`src/rtl/port_in_capture.sv`:
```
// Memory-mapped 8-bit input port: synchronizer, debounce, sticky edge/change flags, irq.
// Optional macro PORT_IN_FALL_EDGE_EN also latches falling edges of the debounced value.
module port_in_capture #(
  parameter int unsigned DEBOUNCE_CYCLES = 4
) (
  input  logic        clk,
  input  logic        reset,
  input  logic [7:0]  PortIn,
  input  logic [2:0]  Address,
  input  logic        MemRead,
  input  logic        MemWrite,
  input  logic [31:0] WriteData,
  output logic [31:0] ReadData,
  output logic        irq
);

  localparam int unsigned PORT_W = 8;
  localparam int unsigned CNT_W  = 16;
  localparam int unsigned ADDR_W = 3;
  localparam int unsigned DATA_W = 32;

  localparam logic [CNT_W-1:0]  CNT_LAST    = CNT_W'(DEBOUNCE_CYCLES - 1);
  localparam logic [ADDR_W-1:0] ADDR_DATA   = ADDR_W'(0);
  localparam logic [ADDR_W-1:0] ADDR_EDGE   = ADDR_W'(1);
  localparam logic [ADDR_W-1:0] ADDR_MASK   = ADDR_W'(2);
  localparam logic [ADDR_W-1:0] ADDR_STATUS = ADDR_W'(3);

  logic [PORT_W-1:0] sync1;
  logic [PORT_W-1:0] sync2;
  logic [PORT_W-1:0] cand;
  logic [CNT_W-1:0]  cnt;
  logic [PORT_W-1:0] deb;
  logic [PORT_W-1:0] edges;
  logic [PORT_W-1:0] mask;
  logic              changed;

  logic [PORT_W-1:0] deb_nxt;
  logic [PORT_W-1:0] edge_set;
  logic [PORT_W-1:0] edge_clr;
  logic              mask_we;
  logic              status_rd;
  logic              unused_wdata;

  // Candidate is accepted once the counter has seen it stable long enough.
  assign deb_nxt = ((sync2 == cand) && (cnt == CNT_LAST)) ? cand : deb;

`ifdef PORT_IN_FALL_EDGE_EN
  assign edge_set = deb_nxt ^ deb;
`else
  assign edge_set = deb_nxt & ~deb;
`endif

  assign edge_clr     = (MemWrite && (Address == ADDR_EDGE)) ? WriteData[PORT_W-1:0] : '0;
  assign mask_we      = MemWrite && (Address == ADDR_MASK);
  assign status_rd    = MemRead && (Address == ADDR_STATUS);
  assign unused_wdata = ^WriteData[DATA_W-1:PORT_W];

  always_ff @(posedge clk) begin
    if (reset) begin
      sync1   <= '0;
      sync2   <= '0;
      cand    <= '0;
      cnt     <= '0;
      deb     <= '0;
      edges   <= '0;
      mask    <= '0;
      changed <= 1'b0;
    end else begin
      sync1 <= PortIn;
      sync2 <= sync1;
      if (sync2 != cand) begin
        cand <= sync2;
        cnt  <= '0;
      end else if (cnt != CNT_LAST) begin
        cnt <= cnt + CNT_W'(1);
      end
      deb <= deb_nxt;
      // A new edge wins over a same-cycle W1C on that bit.
      edges <= (edges & ~edge_clr) | edge_set;
      if (mask_we) begin
        mask <= WriteData[PORT_W-1:0];
      end
      // A new change wins over a same-cycle read-clear.
      if (deb_nxt != deb) begin
        changed <= 1'b1;
      end else if (status_rd) begin
        changed <= 1'b0;
      end
    end
  end

  always_comb begin
    ReadData = '0;
    if (MemRead) begin
      case (Address)
        ADDR_DATA:   ReadData = {24'b0, deb};
        ADDR_EDGE:   ReadData = {24'b0, edges};
        ADDR_MASK:   ReadData = {24'b0, mask};
        ADDR_STATUS: ReadData = {16'b0, sync2, 7'b0, changed};
        default:     ReadData = '0;
      endcase
    end
  end

  assign irq = |(edges & mask);

endmodule
```
`config.mk`:
```
export PLATFORM = sky130hd
export DESIGN_NAME = port_in_capture
export DESIGN_NICKNAME = d
export VERILOG_FILES = /design/src/rtl/port_in_capture.sv
export SDC_FILE = /design/constraint.sdc
export NUM_CORES = 1
export LEC_CHECK = 0
export BUFFER_PORTS_ARGS = -buffer_cell sky130_fd_sc_hd__buf_4
export CORE_MARGIN = 1
export CORE_UTILIZATION = 50
export CTS_CLUSTER_SIZE = 28
export DETAILED_ROUTE_END_ITERATION = 7
export PLACE_DENSITY = 0.87
export SYNTH_ARGS = -nofsm -noshare
export SYNTH_HDL_FRONTEND = slang
export SYNTH_SLANG_ARGS = --single-unit
```
`constraint.sdc`:
```
create_clock -name clk -period 3.2 [get_ports clk]
set_clock_uncertainty 0.15 [all_clocks]
set_input_delay 0.48 -clock clk [delete_from_list [all_inputs] [get_ports clk]]
set_output_delay 0.48 -clock clk [all_outputs]
set_load 0.005 [all_outputs]
```
==> metrics.yaml, run 1 <==
status: "complete, no violations"
portBuffers: 39
final_layout_size_suffix_gt1_frac: 0.186
post-synth-top-count-cell: "sky130_fd_sc_hd__dfxtp_1"
power_leakage_nw: 1.39
synth-simple-area-share: 0.260
final.min_clock_period_ps: 2800
synth.top_cell.area_share: 0.415
synthMuxAreaShare: 0.115
post_synth_num_cell_types: 41
rsz_0062_raised_after_global_routing: "false"
finish.net_count: 432
postCtsSetupBuffers: 0
synth_fa_ha_area_frac: 0.0359
fillers: 505
floorplan.core_area_um2: 5990
place_worst_setup_slack_ps: 377
routed-via-count: 2269
design.portCount: 80
achievable-frequency_ghz: 0.357
post-route-period-util: 0.876
core.rowCount: 28
grt.overflow.total: 0
first_global_vias: 2184
clkLatencyLatePin_ps: 340
hold_path.class: "primary input to flip-flop"
grt_antenna_before_repair: 0
postRouteWirelength_um: 5630
htree_levels: 3
post_synth_xor_area_fraction: 0.0586
final_hold_viol_count: 0
cts_hold_buffers: 0
avgViaCountPerCell: 4.98
post_route_design_area_um2: 3650
setup_slack_ps: 398
crit_path_end_kind: "flip-flop"
die_h_um: 81.2
synth_enable_flop_cells: 0
post-dp-hpwl_um: 3960
cp.required_ps: 3260
drtIter0Drc: 81
gpl.final_weighted_congestion: 0.832
detail-route-antenna-nets: 0
timing_worst_slew_pin_value_ps: 533
synth_sequential_area_ratio: 0.415
synth_top_family_by_area: "simple AND/OR/NAND/NOR gates"
category_of_the_critical_setup_timing_path: "flip-flop to flip-flop"
cts-root-to-sink-buffers: 2
drt-wirelength-per-cell_um: 12.3
mapped_cells: 340
synth_warnings: 0
timing.slew.headroom: 0.645
synth-seq-cells: 65
placed_area_um2: 3410
post_cts_resized: 0
flow.area_growth_from_synthesis_pct: 16.3
grt_first_pass_wirelength_um: 9420
clock-sinks: 65
grt_start_max_net_pins: 59
grtUsageTotal: 0.188
post-route-drc-count: 0
initial_utilization: 0.524
netlist_area_um2: 3140
max-cap-violations: 0
synth_async_sr_flop_share: 0
die-area_um2: 6600
mapped_avg_cell_area_um2: 9.23
tritoncts.num_buffers: 9
crit_path_start_kind: "flip-flop"
tritoncts: "yes"
path_clk_slew_ps: 70
synth_top_area_cell: "sky130_fd_sc_hd__dfxtp_1"
setup_viol_count_final: 0
final.setup.tns_ps: 0
synth_ff_type: "sky130_fd_sc_hd__dfxtp_1"
die-width_um: 81.2
number_of_search_and_repair_iterations_in_the_first_detailed_routing_pass: 4
synth-compound-area-share: 0.0423
antennaDiodeCount: 0
worstPathMaxFanout: 16
ys_top_cells_by_area: "sky130_fd_sc_hd__dfxtp_1, sky130_fd_sc_hd__mux2i_1, sky130_fd_sc_hd__nor2_1"
cts_root_buffer_type: "sky130_fd_sc_hd__clkbuf_8"
final_max_slew_viol_count: 0
power-per-cell-area_nw_per_um2: 483
vdd_drop_max_mv: 0.249
critical_path_arrival_ps: 2870
synth.top_cells.by_count: "sky130_fd_sc_hd__dfxtp_1, sky130_fd_sc_hd__nor2_1, sky130_fd_sc_hd__nor2b_1"
==> path summary, 6_finish.rpt <==
path,start,to,cells past startpoint,slack (ps)
worst max-delay path,cnt[0],changed,10,400
worst min-delay path,PortIn[3],sync1[3],2,200
worst max register to register,cnt[0],changed,10,400
worst min register to register,sync1[6],sync2[6],1,290
==> critical path: stages (launching register included) <==
cell	delay, ps
sky130_fd_sc_hd__dfxtp_1	370
sky130_fd_sc_hd__ha_1	230
sky130_fd_sc_hd__nor4b_2	320
sky130_fd_sc_hd__nand4_4	200
sky130_fd_sc_hd__nor3_4	200
sky130_fd_sc_hd__buf_4	280
sky130_fd_sc_hd__mux2_2	370
sky130_fd_sc_hd__ha_1	290
sky130_fd_sc_hd__nand4_1	90
sky130_fd_sc_hd__nor2_1	110
sky130_fd_sc_hd__a21oi_1	60
==> per-layer routing <==
layer	GRT usage	up-vias	wire [um]	share of wire
li1	-	1168	-	-
met1	0.219	1037	2570	0.46
met2	0.318	55	2680	0.48
met3	0.0438	9	273	0.049
met4	0.104	0	103	0.018
met5	0	-	0	0
==> stage by stage <==
stage / instances / utilization / hold slack (ps) / power [W]
2_1_floorplan: 355 / - / 264 / 0.000924
3_3_place_gp: 440 / 0.569 / 267 / 0.000940
3_5_place_dp: 440 / 0.569 / 272 / 0.000942
4_1_cts: 456 / 0.609 / 185 / 0.00178
5_1_grt: 456 / 0.609 / 197 / 0.00182
6_report: 456 / 0.609 / 199 / 0.00176
==> registers in the layout, indices dropped and copies added (netlist names) <==
| name | count |
|---|---|
| sync2 | 8 |
| changed | 1 |
| cand | 8 |
| mask | 8 |
| cnt | 16 |
| edges | 8 |
| deb | 8 |
| sync1 | 8 |
==> power by group <==
group,internal [W],switching [W],total (W)
registers,0.000824,0.00000944,0.000834
logic,0.0000433,0.0000463,0.0000896
clock network,0.000534,0.000305,0.000840
==> cell families (layout without fill, tap and decap cells) <==
kind of cell	count (synthesis)	after routing
buf+inv	41	67
other cells	1	16
compound gates	24	24
xor+xnor	21	21
simple gates	146	146
flops	65	65
fa+ha+maj	9	9
mux	33	33
==> layout make-up <==
class | count | area (um^2) | share of cell area
repair buffers | 41 | 308 | 0.0844
multi-input cells | 249 | 1670 | 0.456
clock buffers | 10 | 138 | 0.0377
flip-flops and latches | 65 | 1300 | 0.357
well taps | 75 | 93.8 | 0.0257
clock inverters | 6 | 105 | 0.0288
inverters | 10 | 37.5 | 0.0103
==> layout by cell type, fill, tap and decap left out, types with 2 or more instances in the layout <==
cell | Yosys | layout
sky130_fd_sc_hd__and2_1 | 8 | 8
sky130_fd_sc_hd__nand4_1 | 6 | 6
sky130_fd_sc_hd__mux2_4 | 2 | 2
sky130_fd_sc_hd__a22oi_1 | 4 | 4
sky130_fd_sc_hd__mux2_2 | 5 | 5
sky130_fd_sc_hd__inv_1 | 10 | 10
sky130_fd_sc_hd__ha_1 | 9 | 9
sky130_fd_sc_hd__nand3_1 | 5 | 5
sky130_fd_sc_hd__nand2b_1 | 18 | 18
sky130_fd_sc_hd__buf_4 | 16 | 41
sky130_fd_sc_hd__conb_1 | 1 | 16
sky130_fd_sc_hd__a21oi_1 | 18 | 18
sky130_fd_sc_hd__nor3_1 | 5 | 5
sky130_fd_sc_hd__clkbuf_8 | 0 | 10
sky130_fd_sc_hd__bufinv_16 | 0 | 3
sky130_fd_sc_hd__nor2_1 | 48 | 48
sky130_fd_sc_hd__clkinv_2 | 0 | 3
sky130_fd_sc_hd__nor2b_1 | 26 | 26
sky130_fd_sc_hd__xor2_1 | 2 | 2
sky130_fd_sc_hd__dfxtp_1 | 65 | 65
sky130_fd_sc_hd__nor4_1 | 3 | 3
sky130_fd_sc_hd__xnor2_1 | 19 | 19
sky130_fd_sc_hd__nand2_1 | 14 | 14
sky130_fd_sc_hd__mux2i_1 | 24 | 24
Power figures use the tool's default switching activity.
==> run 2: changes to the inputs <==
Settings changed: RECOVER_POWER set to 100.
==> run 2 against run 1 <==
Against the previous run:
- the run now ends with capacitance limit, slew limit left
- critical path depth unchanged
- largest cell class unchanged
- die area did not move
- register-to-register slack lost 80 ps
- worst hold slack got worse by 1.8 ps
==> metrics.yaml, run 2 (synthesis results as in run 1) <==
timing.slew.headroom: -0.415  # -1.06
initial_utilization: 0.524  # unchanged
die-area_um2: 6600  # unchanged
slowest_cell_on_the_critical_path: "sky130_fd_sc_hd__dfxtp_1"
final_max_slew_viol_count: 59  # +59
gpl.final_weighted_congestion: 0.832  # unchanged
die_h_um: 81.2  # unchanged
status: "complete, but fails checks"
regToRegSetupSlack_ps: 320  # -80 ps
final_cell_mix: "sky130_fd_sc_hd__dfxtp_1, sky130_fd_sc_hd__nor2_1, sky130_fd_sc_hd__buf_4"
timing_worst_slew_pin_value_ps: 2120  # +1590 ps
critical_path.cell_chain: "ha_1 -> nor4b_2 -> nand4_4 -> nor3_1 -> buf_4 -> mux2_2 -> ha_1 -> nand4_1 -> nor2_1 -> a21oi_1"
timing.critical_path.max_delay_family: "simple AND/OR/NAND/NOR gates"
grt.overflow.total: 0  # unchanged
core.rowCount: 28  # unchanged
die-width_um: 81.2  # unchanged
floorplan.core_area_um2: 5990  # unchanged
layout_commonest_cell: "sky130_fd_sc_hd__dfxtp_1"
rsz_0062_raised_after_global_routing: "false"
cp.required_ps: 3190  # -70 ps
final.min_clock_period_ps: 2880  # +81.5 ps
worstReg2RegStart: "cnt[0]"
worst-r2r-cell-count: 10  # unchanged
finish.net_count: 432  # unchanged
power-per-cell-area_nw_per_um2: 486  # +0.60%
critical_path.max_stage_delay_ps: 370  # about the same
postCtsSetupBuffers: 0  # unchanged
worstPathMaxFanout: 16  # unchanged
tritoncts.num_buffers: 9  # unchanged
regToRegEndpoint: "changed"
hold_start: "PortIn[2]"
hold_path.class: "primary input to flip-flop"
cp.buffers_inverters: 1  # unchanged
clkLatencyLatePin_ps: 340  # about the same
detail-route-antenna-nets: 0  # unchanged
largest_reg_flops: 16  # unchanged
final.setup.tns_ps: 0  # unchanged
achievable-frequency_ghz: 0.347  # -2.8%
post_cts_resized: 0  # unchanged
routed-via-count: 2295  # +1.1%
grt_first_pass_wirelength_um: 9420  # unchanged
setup_viol_count_final: 0  # unchanged
category_of_the_critical_setup_timing_path: "flip-flop to flip-flop"
antennaDiodeCount: 0  # unchanged
postRouteWirelength_um: 5630  # +0.12%
post-route-drc-count: 0  # unchanged
grt_start_max_net_pins: 59  # unchanged
final_hold_viol_count: 0  # unchanged
grtUsageTotal: 0.188  # unchanged
cts_root_buffer_type: "sky130_fd_sc_hd__clkbuf_8"
post-dp-hpwl_um: 3960  # unchanged
drt-wirelength-per-cell_um: 12.4  # +0.12%
drtIter0Drc: 87  # +7.4%
hold_end: "sync1[2]"
final_layout_size_suffix_gt1_frac: 0.176  # -0.0105
avgViaCountPerCell: 5.03  # +1.1%
portBuffers: 39  # unchanged
number_of_search_and_repair_iterations_in_the_first_detailed_routing_pass: 4  # unchanged
vdd_drop_max_mv: 0.249  # about the same
path_clk_slew_ps: 70  # about the same
htree_levels: 3  # unchanged
crit_path_start_kind: "flip-flop"
cts_hold_buffers: 0  # unchanged
first_global_vias: 2184  # unchanged
setup_slack_ps: 316  # -81.5 ps
clock-sinks: 65  # unchanged
violations: "capacitance limit, slew limit"
cts-root-to-sink-buffers: 2  # unchanged
tritoncts: "yes"
post-route-period-util: 0.901  # +0.0255
design.portCount: 80  # unchanged
critical-path-top-cell-by-count: "sky130_fd_sc_hd__ha_1"
place_worst_setup_slack_ps: 377  # unchanged
max-cap-violations: 1  # +1
power_leakage_nw: 1.37  # -2.1%
top_register: "cnt"
flow.area_growth_from_synthesis_pct: 15.6
worstHoldPathCells: 2  # unchanged
total_power_w: 0.00176  # about the same
grt_antenna_before_repair: 0  # unchanged
critical_path_arrival_ps: 2870  # about the same
crit_path_end_kind: "flip-flop"
run 2: changes by cell type in the layout (fill, tap and decap cells not counted), sizes merged:
cell    delta
buf       -10
clkbuf    +10
run 2: layer usage:
| layer | global-route usage | part of all wire |
|---|---|---|
| met5 | 0 | 0 |
| met4 | 0.104 | 0.017 |
| met3 | 0.0438 | 0.049 |
| met2 | 0.318 | 0.47 |
| met1 | 0.219 | 0.47 |
run 2: report_power, final:
group | internal (W) | switching, W | total (W)
Sequential | 0.000825 | 0.00000954 | 0.000834
Combinational | 0.0000429 | 0.0000444 | 0.0000873
Clock | 0.000534 | 0.000307 | 0.000841
Total | 0.00140 | 0.000361 | 0.00176
run 2: cell type report:
class | instances | area (um^2)
fillers | 508 | 2360
multi-input cells | 249 | 1650
flip-flops and latches | 65 | 1300
repair buffers | 41 | 297
clock buffers | 10 | 138
clock inverters | 6 | 105
well taps | 75 | 93.8
inverters | 10 | 37.5
run 2: stage by stage:
stage / instance area, um^2 / util / hold WS, ps / instances
finish: 3630 / 0.605 / 197 / 456
global route: 3630 / 0.605 / 197 / 456
CTS: 3650 / 0.609 / 185 / 456
detailed placement: 3410 / 0.569 / 272 / 440
global placement: 3410 / 0.569 / 267 / 440
floorplan: 3190 / - / 264 / 355
run 2: worst max path at each step:
| stage | from | end | cells after the start |
|---|---|---|---|
| 4_1_cts | cnt[0] | changed | 10 |
| 2_1_floorplan | cnt[0] | changed | 10 |
| 6_report | cnt[0] | changed | 10 |
| 3_3_place_gp | cnt[0] | changed | 10 |
| 3_5_place_dp | cnt[0] | changed | 10 |
| 5_1_grt | cnt[0] | changed | 10 |
